File: config.mk
export PLATFORM = sky130hd
export DESIGN_NAME = pc_fetch_sequencer
export DESIGN_NICKNAME = d
export VERILOG_FILES = /design/src/rtl/pc_fetch_sequencer.sv
export SDC_FILE = /design/constraint.sdc
export NUM_CORES = 1
export LEC_CHECK = 0
export ABC_AREA = 1
export BUFFER_PORTS_ARGS = -buffer_cell sky130_fd_sc_hd__buf_4
export CAP_MARGIN = 20
export CORE_ASPECT_RATIO = 2
export CORE_MARGIN = 3
export CORE_UTILIZATION = 53
export DETAILED_ROUTE_END_ITERATION = 8
export PLACE_DENSITY = 0.87
export SETUP_SLACK_MARGIN = 0.1
export SLEW_MARGIN = 10
export SYNTH_ARGS = -nofsm -noshare
export SYNTH_HDL_FRONTEND = slang
export SYNTH_SLANG_ARGS = --single-unit
File: constraint.sdc
create_clock -name clk -period 2.3 [get_ports clk]
set_clock_uncertainty 0.05 [all_clocks]
set_input_delay 0.345 -clock clk [delete_from_list [all_inputs] [get_ports clk]]
set_output_delay 0.345 -clock clk [all_outputs]
set_load 0.01 [all_outputs]
File: src/rtl/pc_fetch_sequencer.sv
// PC sequencer for the single-cycle RV32I core: boot hold-off, instruction fetch
// handshake, next-PC selection (pc+4 / branch / JALR / trap) and misaligned-target trap.
module pc_fetch_sequencer #(
  parameter logic [31:0] RESET_VEC   = 32'h0000_0000,
  parameter logic [31:0] TRAP_VEC    = 32'h0000_0100,
  parameter int          BOOT_CYCLES = 2
) (
  input  logic        clk,
  input  logic        rstn,
  input  logic        imem_ack,
  input  logic        branch_taken,
  input  logic [31:0] branch_target,
  input  logic        jalr_taken,
  input  logic [31:0] jalr_target,
  input  logic        trap_req,
  input  logic        halt_req,
  output logic [31:0] pc,
  output logic        imem_req,
  output logic [31:0] imem_addr,
  output logic        instr_valid,
  output logic        misalign_err,
  output logic [1:0]  state_o
);

  typedef enum logic [1:0] {
    S_BOOT  = 2'd0,
    S_FETCH = 2'd1,
    S_EXEC  = 2'd2,
    S_HALT  = 2'd3
  } state_t;

  localparam int CNT_W = (BOOT_CYCLES > 1) ? $clog2(BOOT_CYCLES) : 1;
  localparam logic [CNT_W-1:0] BOOT_LAST = CNT_W'(BOOT_CYCLES - 1);

  state_t             state;
  logic [CNT_W-1:0]   boot_cnt;
  logic [31:0]        jalr_tgt;
  logic [31:0]        next_pc;
  logic               next_misalign;

  assign jalr_tgt = jalr_target & ~32'd1;

  // Next-PC selection; only consumed in EXEC, so it can look at raw inputs freely.
  always_comb begin
    // NOTE: defaults first so every path assigns every output; no latch is inferred.
    next_pc       = pc + 32'd4;
    next_misalign = 1'b0;
    if (trap_req) begin
      next_pc = TRAP_VEC;
    end else if (jalr_taken) begin
      next_pc       = jalr_tgt;
      next_misalign = jalr_tgt[1];
    end else if (branch_taken) begin
      next_pc       = branch_target;
      next_misalign = branch_target[1];
    end
    if (next_misalign) next_pc = TRAP_VEC;
  end

  // imem_req / instr_valid are registered alongside the state so they track it exactly
  // and never see a combinational path from the inputs.
  always_ff @(posedge clk or negedge rstn) begin
    if (!rstn) begin
      state        <= S_BOOT;
      pc           <= RESET_VEC;
      boot_cnt     <= '0;
      imem_req     <= 1'b0;
      instr_valid  <= 1'b0;
      misalign_err <= 1'b0;
    end else begin
      // NOTE: non-blocking assignments so every register updates from pre-edge values.
      misalign_err <= 1'b0;
      case (state)
        S_BOOT: begin
          boot_cnt <= boot_cnt + CNT_W'(1);
          if (boot_cnt == BOOT_LAST) begin
            state    <= S_FETCH;
            imem_req <= 1'b1;
          end
        end
        S_FETCH: begin
          if (imem_ack) begin
            state       <= S_EXEC;
            imem_req    <= 1'b0;
            instr_valid <= 1'b1;
          end
        end
        S_EXEC: begin
          pc           <= next_pc;
          misalign_err <= next_misalign;
          instr_valid  <= 1'b0;
          if (halt_req) begin
            state <= S_HALT;
          end else begin
            state    <= S_FETCH;
            imem_req <= 1'b1;
          end
        end
        default: begin
          imem_req    <= 1'b0;
          instr_valid <= 1'b0;
        end
      endcase
    end
  end

  assign imem_addr = pc;
  assign state_o   = state;

endmodule

==> summary.md, run 1 <==
| Metric | Value |
|---|---|
| Outcome | `finished, final reports clean` |
| Die ar. | `7327 µm²` |
| Static leakage | `0.002168 µW` |
| Post-synthesis sequential area ratio | `0.2781` |
| Dpl hpwl | `8.309 mm` |
| Final GP Congestion | `between 0.9 and 1` |
| Setup WS post-layout | `between 0.5 and 0.6 ns` |
| Core box area | `~6100 µm²` |
| Psw | `about 1900 µW` |
| Slew HR | `0.6246` |
| Row cnt | `40` |
| CP delay by family, top | `simple AND/OR/NAND/NOR gates` |
| Worst path bufs/invs | `1` |
| Syn avg cell area | `between 6 and 7 µm²` |
| Distinct cells, synth | `33` |
| Clock power frac | `0.154` |
| Worst EP required | `between 2 and 2.5 ns` |
| Fin nets | `around 710` |
| Unrepaired setup endpoints after global routing | `no` |
| Antenna diodes | `0` |
| Post-synth EDFFs | `0` |
| DR vias | `about 3800` |
| Switch share | `0.4374` |
| Flop pwr share | `0.342` |
| Grt ovf | `0` |
| CTS root buffer | `clkbuf_16` |
| Dpl ws | `0.4911 ns` |
| Async SR Flop Fraction | `1.000` |
| Layout cell share with drive strength beyond 1 | `0.2665` |
| Antenna Nets Post-Route | `0` |
| Post-Syn Instances | `538` |
| CP cell instances | `ha_1, nand3_2, inv_2, nand2_2, nor2_1, or2_2, nand3_1, nand2_1, nand2_1, nand2_1` |
| Slowest stage delay, CP | `between 0.4 and 0.5 ns` |
| Cell repeated most along the worst path | `nand2_1` |
| Area grow syn2layout | `27.62%` |
| Slew Viols, Final | `0` |
| Final Setup Violations | `0` |
| Period utilisation layout | `0.7632` |
| Crit end category | `flop` |
| CP startpoint kind | `flop` |
| Crit path DAT | `1.88 ns` |
| Ports | `140` |
| H-tree depth | `2` |
| FMAX | `approximately 570 MHz` |
| Ys Warns | `0` |
| Num CTS Buffers | `5` |
| Crit path max-delay cell type | `dfrtp_1` |
| Clock-pin slew on the worst setup and hold paths | `roughly 0.060 ns` |
| Largest net degree at the start of global routing | `38` |
| Initial core utilization | `0.5498` |
| Pint | `2429 µW` |
| Die X | `a little over 60 µm` |
| Synthesized area | `about 3300 µm²` |
| Min-delay worst type | `input port to flop` |
| Internal reg-to-reg setup slack | `about 0.54 ns` |
| Top_reg_cell synth | `dfrtp_1` |
| Total GRT Usage | `0.3082` |
| Wire per inst | `about 15 µm` |
| TritonCTS clock tree | `yes` |
| Combinational Power Share | `0.504` |
| Critical path class | `flop to flop` |
| Worst Tran Pin Value | `0.5625 ns` |
| Antenna violations before repair | `0` |
| Vias in the first global route | `between 3000 and 4000` |
| Filler instances | `about 560` |
| Min Tclk post-route | `approximately 1.8 ns` |
| PD cells | `between 1000 and 1500 nW/µm²` |
| Initial detailed-routing violation count | `between 200 and 250` |
| Max FO, Critical Path | `6` |
| Hold Vio Cnt, Final | `0` |
| Largest buffer count on any clock path | `2` |
| Clk sinks | `37` |
| Setup_tns | `0 ns` |
| Max VDD drop | `around 0.00061 V` |
| Post-CTS setup buffers | `0` |
| Chip height | `approximately 120 µm` |
| DRC | `0` |
| First-pass GRT wire length | `roughly 17 mm` |
| Port Buffers | `136` |
| Max-cap violations | `0` |
| Synth Register Bits | `37` |
| Drt first pass iters | `4` |
| Post-synth top area share | `0.2781` |
| Top cell type by total area after synthesis | `dfrtp_1` |
| WL final | `10.73 mm` |
| Vias per cell | `5.251` |
| Clock Latency Late Sink | `0.28 ns` |
| Top cells by area, synth | `dfrtp_1, nand2_1, nor2_1, buf_4, nand3_1` |
==> worst register-to-register path, delay by kind of cell, from the launching register on <==
kind / cells / cell delay, ns
buf+inv: 1 / 0.07
fa+ha+maj: 1 / 0.27
flops: 1 / 0.44
simple gates: 8 / 0.82
==> state kept, by name (all words and copies together), names as in the netlist <==
name	cells
imem_addr	31
state_o	2
boot_cnt	1
imem_req	1
instr_valid	1
misalign_err	1
==> power groups by stage <==
stage          clock network [µW]  registers, µW  logic [µW]
3_3_place_gp                    0           1460        2130
5_1_grt                       705           1540        2420
3_5_place_dp                    0           1470        2200
6_report                      663           1480        2180
2_1_floorplan                   0           1470        1320
4_1_cts                       674           1470        2200
==> cell families (layout without fill, tap and decap cells) <==
family,after synthesis,count (layout),share of synthesized area
xor gates and xnor gates,3,3,0.007893
buffers and inverters,87,186,0.1597
muxes,1,1,0.003007
other,1,2,0.001126
DFF,37,37,0.2781
AOI/OAI and AO/OA,63,63,0.1056
adders and majority gates,6,6,0.02255
and+or+nand+nor,340,340,0.4220
==> per-layer routing <==
layer	track usage	part of all wire
met1	0.3234	0.33
met2	0.5649	0.59
met3	0.03732	0.051
met4	0.1301	0.033
met5	0	0
==> layout make-up <==
cell class	count	area, µm²	area share
inverter	36	135.1	0.03180
multi-input combinational	415	1876	0.4414
sequential	37	925.9	0.2179
timing repair buffer	142	1069	0.2515
tap	84	105.1	0.02474
clock inverter	2	10.01	0.002356
clock buffer	6	128.9	0.03033
==> path summary, 6_finish.rpt <==
| check | from | cells past startpoint | to |
|---|---|---|---|
| min | trap_req | 2 | misalign_err |
| min reg2reg | boot_cnt | 2 | boot_cnt |
| max | imem_addr[2] | 10 | imem_addr[14] |
| min in group asynchronous | rstn | 2 | misalign_err |
| max reg2reg | imem_addr[2] | 10 | imem_addr[14] |
| max in group asynchronous | rstn | 2 | imem_addr[25] |
==> Yosys cell counts (2+ instances only) <==
cell	n
inv_2	2
clkbuf_1	7
o21ai_0	18
nand2_2	6
nand2_1	185
a21oi_1	33
nor2_4	3
clkbuf_8	6
buf_4	35
nand4_1	3
o21bai_1	5
or2_2	3
dfrtp_1	37
xor2_1	3
ha_1	6
nor2_1	91
nand3_1	40
nor2_2	6
inv_1	33
o211ai_1	3
==> layout by cell type (no fill, tap or decap), drive strengths merged, types with 5 or more instances in the layout <==
cell      n
a21oi    33
buf     141
clkbuf    6
dfrtp    37
ha        6
inv      35
nand2   191
nand3    41
nor2    100
o21ai    19
o21bai    5
==> metrics by stage <==
stage | power (µW) | hold slack (ns) | cells | util | instance area, µm²
after detailed placement | 3672 | 0.2939 | 713 | 0.6771 | 4100
after global routing | 4656 | 0.1832 | 722 | 0.7017 | 4249
final | 4318 | 0.1806 | 722 | 0.7017 | 4249
after floorplan | 2790 | -0.0005911 | 539 | - | 3333
after global placement | 3595 | 0.2936 | 713 | 0.6771 | 4100
after CTS | 4346 | 0.1768 | 722 | 0.7017 | 4249
==> repair_timing <==
action	in CTS	in global routing
hold endpoints to repair	37	0
resized for setup	0	0
hold buffers	1	0
Note: power is estimated with default switching activity, not from simulation.
==> run 2, diff against run 1 <==
- CORE_UTILIZATION: 53 -> 49
- PLACE_DENSITY: 0.87 -> 0.82
- clock period: 2.3 -> 1.81 ns (I/O delays scaled with it)
==> run 2 against run 1 <==
Against the previous run:
- combinational power up 43%
- final cell count grew 2.6%
- critical path depth stayed put
- routed wire length rose by 4.3%
==> summary.md, run 2 (synthesis results as in run 1) <==
| Metric | Value |
|---|---|
| Outcome | `finished, final reports clean` |
| First-pass GRT wire length | `17.45 mm (+1.2%)` |
| Antenna diodes | `0 (unchanged)` |
| CP cell instances | `buf_4, nand2_1, nor2_4, nand2_1, inv_1, nand3_1, nand3_1, nand2_1, nand2_1, nand2_1` |
| Cell repeated most along the worst path | `nand2_1` |
| Slew HR | `0.5859 (-0.03873)` |
| Pint | `3368 µW (+39%)` |
| Worst path bufs/invs | `2 (+1)` |
| Die X | `64.29 µm (+3.6%)` |
| Drt first pass iters | `4 (unchanged)` |
| FMAX | `613.9 MHz (+7.8%)` |
| Switch share | `0.4246 (-0.01276)` |
| Post-CTS setup buffers | `0 (unchanged)` |
| DR vias | `3848 (+1.5%)` |
| Critical path class | `flop to flop` |
| Antenna Nets Post-Route | `0 (unchanged)` |
| Leading cell types in the layout, fill and taps excluded | `nand2_1, buf_4, nor2_1` |
| PD cells | `1308 nW/µm² (+29%)` |
| DP Area | `4243 µm² (+3.5%)` |
| Total GRT Usage | `0.2852 (-0.02302)` |
| Static leakage | `0.002264 µW (+4.4%)` |
| Max FO, Critical Path | `5 (-1)` |
| Slew Viols, Final | `0 (unchanged)` |
| Clk sinks | `37 (unchanged)` |
| Die ar. | `7880 µm² (+7.5%)` |
| CP startpoint kind | `flop` |
| Row cnt | `41 (+2.5%)` |
| H-tree depth | `2 (unchanged)` |
| DRC | `0 (unchanged)` |
| Vias per cell | `5.193 (-1.1%)` |
| Dpl hpwl | `8.857 mm (+6.6%)` |
| Crit path max-delay cell type | `dfrtp_1` |
| Initial core utilization | `0.5151 (-0.03469)` |
| Internal reg-to-reg setup slack | `0.18 ns (-0.36 ns)` |
| Max FFs per register | `31 (unchanged)` |
| Min-delay worst type | `input port to flop` |
| Setup_tns | `0 ns (unchanged)` |
| Chip height | `122.6 µm (+3.8%)` |
| Port Buffers | `136 (unchanged)` |
| Crit end category | `flop` |
| Hold Vio Cnt, Final | `0 (unchanged)` |
| Max-cap violations | `0 (unchanged)` |
| Core box area | `6464 µm² (+6.7%)` |
| CP delay by family, top | `simple AND/OR/NAND/NOR gates` |
| Largest net degree at the start of global routing | `38 (unchanged)` |
| Wire per inst | `15.10 µm (+1.6%)` |
| Worst EP required | `1.93 ns (-0.50 ns)` |
| Unrepaired setup endpoints after global routing | `no` |
| Largest buffer count on any clock path | `2 (unchanged)` |
| Max VDD drop | `0.001052 V (+74%)` |
| Area grow syn2layout | `34.46%` |
| Clock-pin slew on the worst setup and hold paths | `0.06 ns (about the same)` |
| Antenna violations before repair | `0 (unchanged)` |
| Filler instances | `623 (+12%)` |
| Crit path DAT | `1.75 ns (-0.13 ns)` |
| CTS root buffer | `clkbuf_16` |
| Clock power frac | `0.158 (+0.004)` |
| Period utilisation layout | `0.8999 (+0.1367)` |
| WL final | `11.19 mm (+4.3%)` |
| Slowest stage delay, CP | `0.38 ns (-0.06 ns)` |
| TritonCTS clock tree | `yes` |
| Post-route cell area | `4477 µm² (+5.4%)` |
| Worst Tran Pin Value | `0.6205 ns (+0.05803 ns)` |
| Combinational Power Share | `0.534 (+0.030)` |
| Initial detailed-routing violation count | `281 (+23%)` |
| Layout cell share with drive strength beyond 1 | `0.3191 (+0.05263)` |
| Commonest non-fill, non-tap cell in the layout | `nand2_1` |
| Grt ovf | `0 (unchanged)` |
| Final GP Congestion | `0.9905 (+9.1%)` |
| Final Setup Violations | `0 (unchanged)` |
| Clock Latency Late Sink | `0.28 ns (about the same)` |
| Num CTS Buffers | `5 (unchanged)` |
| Min Tclk post-route | `1.629 ns (-0.1266 ns)` |
| Flop pwr share | `0.309 (-0.033)` |
| Fin nets | `731 (+2.4%)` |
| Vias in the first global route | `3678 (-1.0%)` |
| Ports | `140 (unchanged)` |
| Psw | `2485 µW (+32%)` |
-- run 2: worst paths after layout --
check,from,endpoint,cells past startpoint
max reg2reg,imem_addr[3],imem_addr[25],10
max in group asynchronous,rstn,imem_addr[14],2
max,imem_addr[3],imem_addr[25],10
min,trap_req,misalign_err,2
min reg2reg,boot_cnt,boot_cnt,2
min in group asynchronous,rstn,imem_addr[24],2
-- run 2: final cells by class --
class	count	area, µm²	share of cell area
Multi-Input combinational cell	415	1926	0.4301
Inverter	36	135.1	0.03018
Clock buffer	7	152.6	0.03410
Tap cell	86	107.6	0.02404
Clock inverter	1	5.005	0.001118
Timing Repair Buffer	159	1209	0.2700
Sequential cell	37	942.2	0.2105
-- run 2: what timing repair did --
action,CTS,global route
gates resized for setup,0,26
hold endpoints to repair,37,0
endpoints found under the setup margin,0,27
hold buffers,1,0
-- run 2: metal layers --
metal  up-vias  global-route usage  share of wire
li1       1893                   -              -
met1      1797              0.2841           0.34
met2       136              0.5563           0.58
met3        22             0.04212          0.046
met4         0              0.1391          0.035
met5         -                   0              0
-- run 2: power by group through the flow --
stage          sequential (µW)  combinational (µW)  clock, µW
2_1_floorplan             1860                1680          0
5_1_grt                   1880                3410        970
3_3_place_gp              1740                3030          0
4_1_cts                   1760                3120        940
6_report                  1810                3120        922
3_5_place_dp              1770                3100          0
-- run 2: metrics by stage --
stage               setup WS (ns)  cells  total power [µW]  utilization  hold WS [ns]
detailed placement         0.1319    732              4870       0.6564        0.2277
CTS                        0.1202    741              5821       0.6823        0.1004
finish                     0.1811    741              5853       0.6926        0.1058
global route              0.09537    741              6260       0.6926        0.1056
floorplan                  0.2009    539              3545            -      -0.07409
global placement           0.1436    732              4764       0.6564        0.2222
==> run 3, diff against run 2 <==
- SETUP_SLACK_MARGIN: 0.1 -> 0.3
==> run 3 against run 2 <==
Against the previous run:
- via count grew 6.3%
- clock-buffer cell count is the same
- utilization grew 7.3 points
- final cell count grew 5.4%
==> summary.md, run 3 (synthesis results as in run 1) <==
| Metric | Value |
|---|---|
| Outcome | `finished, final reports clean` |
| Min-delay worst type | `input port to flop` |
| Core box area | `6464 µm² (unchanged)` |
| Area grow syn2layout | `48.70%` |
| Vias per cell | `5.236 (+0.82%)` |
| Initial core utilization | `0.5151 (unchanged)` |
| Slew HR | `0.6057 (+0.01981)` |
| TritonCTS clock tree | `yes` |
| Unrepaired setup endpoints after global routing | `yes` |
| Max FFs per register | `31 (unchanged)` |
| Crit end category | `flop` |
| Largest buffer count on any clock path | `2 (unchanged)` |
| Critical path class | `flop to flop` |
| Antenna Nets Post-Route | `0 (unchanged)` |
| Drt first pass iters | `5 (+1)` |
| Hold Vio Cnt, Final | `0 (unchanged)` |
| Fin nets | `771 (+5.5%)` |
| Initial detailed-routing violation count | `212 (-25%)` |
| Layout cell share with drive strength beyond 1 | `0.4331 (+0.1140)` |
| Dpl hpwl | `9.097 mm (+2.7%)` |
| Final Setup Violations | `0 (unchanged)` |
| Clock Latency Late Sink | `0.29 ns (about the same)` |
| Max FO, Critical Path | `5 (unchanged)` |
| Wire per inst | `16.03 µm (+6.2%)` |
| CTS root buffer | `clkbuf_16` |
| Leading cell types in the layout, fill and taps excluded | `buf_4, nand2_1, nor2_1` |
| DP Area | `4250 µm² (+0.18%)` |
| Largest net degree at the start of global routing | `38 (unchanged)` |
| Grt ovf | `0 (unchanged)` |
| H-tree depth | `2 (unchanged)` |
| Static leakage | `0.002479 µW (+9.5%)` |
| Antenna violations before repair | `0 (unchanged)` |
| Max VDD drop | `0.001055 V (+0.27%)` |
| WL final | `12.52 mm (+12%)` |
| First-pass GRT wire length | `18.06 mm (+3.5%)` |
| Final hold slack | `0.09412 ns (-0.01170 ns)` |
| CP startpoint kind | `flop` |
| Min Tclk post-route | `1.543 ns (-0.08585 ns)` |
| Worst Tran Pin Value | `0.5908 ns (-0.02968 ns)` |
| Final GP Congestion | `0.9244 (-6.7%)` |
| Die X | `64.29 µm (unchanged)` |
| Clock-pin slew on the worst setup and hold paths | `0.06 ns (about the same)` |
| Total GRT Usage | `0.2967 (+0.01158)` |
| Antenna diodes | `0 (unchanged)` |
| DR vias | `4089 (+6.3%)` |
| Max-cap violations | `0 (unchanged)` |
| Dpl ws | `0.1327 ns (+0.0007860 ns)` |
| Slew Viols, Final | `0 (unchanged)` |
| Chip height | `122.6 µm (unchanged)` |
| Filler instances | `515 (-17%)` |
| Setup_tns | `0 ns (unchanged)` |
| Post-route cell area | `4951 µm² (+11%)` |
| Worst EP required | `1.98 ns (+0.05 ns)` |
| FMAX | `648.1 MHz (+5.6%)` |
| Vias in the first global route | `3846 (+4.6%)` |
| DRC | `0 (unchanged)` |
| PD cells | `1334 nW/µm² (+2.1%)` |
| Port Buffers | `136 (unchanged)` |
| Setup WS post-layout | `0.2670 ns (+0.08585 ns)` |
| Clk sinks | `37 (unchanged)` |
| Period utilisation layout | `0.8525 (-0.04743)` |
| Ports | `140 (unchanged)` |
| Die ar. | `7880 µm² (unchanged)` |
| Num CTS Buffers | `5 (unchanged)` |
| Commonest non-fill, non-tap cell in the layout | `buf_4` |
| Row cnt | `41 (unchanged)` |
| Crit path DAT | `1.72 ns (-0.03 ns)` |
[run 3: cell count changes in the layout (fill, tap and decap cells not counted), moves of 6 or more]
cell	before	now
nand2_2	6	16
nor2_4	6	13
o21ai_1	1	7
dfrtp_2	13	24
o21ai_0	18	12
nor2_2	7	19
buf_4	157	196
dfrtp_1	24	13
nor2_1	87	68
nand2_1	184	172
inv_1	33	27
[run 3: timing repair]
action / 4_1_cts / 5_1_grt
setup buffers: 9 / 32
endpoints found under the setup margin: 30 / 31
hold buffers: 1 / 0
pin swaps: 2 / 21
endpoints found under the hold margin: 37 / 0
gates resized for setup: 36 / 57
[run 3: worst max-delay path: stages, from the launching register on]
cell and delay [ns]:
dfrtp_2 0.43, ha_4 0.18, nand3_4 0.12, nor2_4 0.18, inv_1 0.08, o21bai_1 0.13
nand3_1 0.11, nand2_1 0.08, nand2_1 0.06, nand2_1 0.06
[run 3: per-layer routing]
layer	track usage	up-vias	share of wire
met5	0	-	0
met1	0.2828	1914	0.33
li1	-	1977	-
met4	0.1311	0	0.036
met3	0.03114	33	0.046
met2	0.6088	165	0.59
[run 3: final timing paths]
| path | cells after the start | slack (ns) | to | start |
|---|---|---|---|---|
| worst max-delay path | 9 | 0.27 | imem_addr[16] | imem_addr[2] |
| worst min-delay path | 2 | 0.09 | misalign_err | trap_req |
| worst max register to register | 9 | 0.27 | imem_addr[16] | imem_addr[2] |
| worst min register to register | 2 | 0.46 | boot_cnt | boot_cnt |
| max in group asynchronous | 2 | 0.86 | imem_addr[16] | rstn |
| min in group asynchronous | 2 | 0.45 | imem_addr[30] | rstn |
[run 3: final cells by class]
cell class	instances	area (µm²)	share of cell area
clock buffer	7	152.6	0.03083
clock inverter	1	5.005	0.001011
inverter	36	137.6	0.02780
multi-input combinational	415	2088	0.4218
sequential	37	955.9	0.1931
tap	86	107.6	0.02173
timing repair buffer	199	1504	0.3038
[run 3: power breakdown]
group | switching (µW) | internal, µW
Combinational | 1890 | 1980
Sequential | 532 | 1250
Clock | 364 | 584
[run 3: through the flow]
step / instances / utilization / power [µW]
floorplan: 539 / - / 3568
global placement: 731 / 0.6576 / 4799
detailed placement: 731 / 0.6576 / 4911
CTS: 749 / 0.7069 / 6019
global route: 781 / 0.7660 / 6969
finish: 781 / 0.7660 / 6607
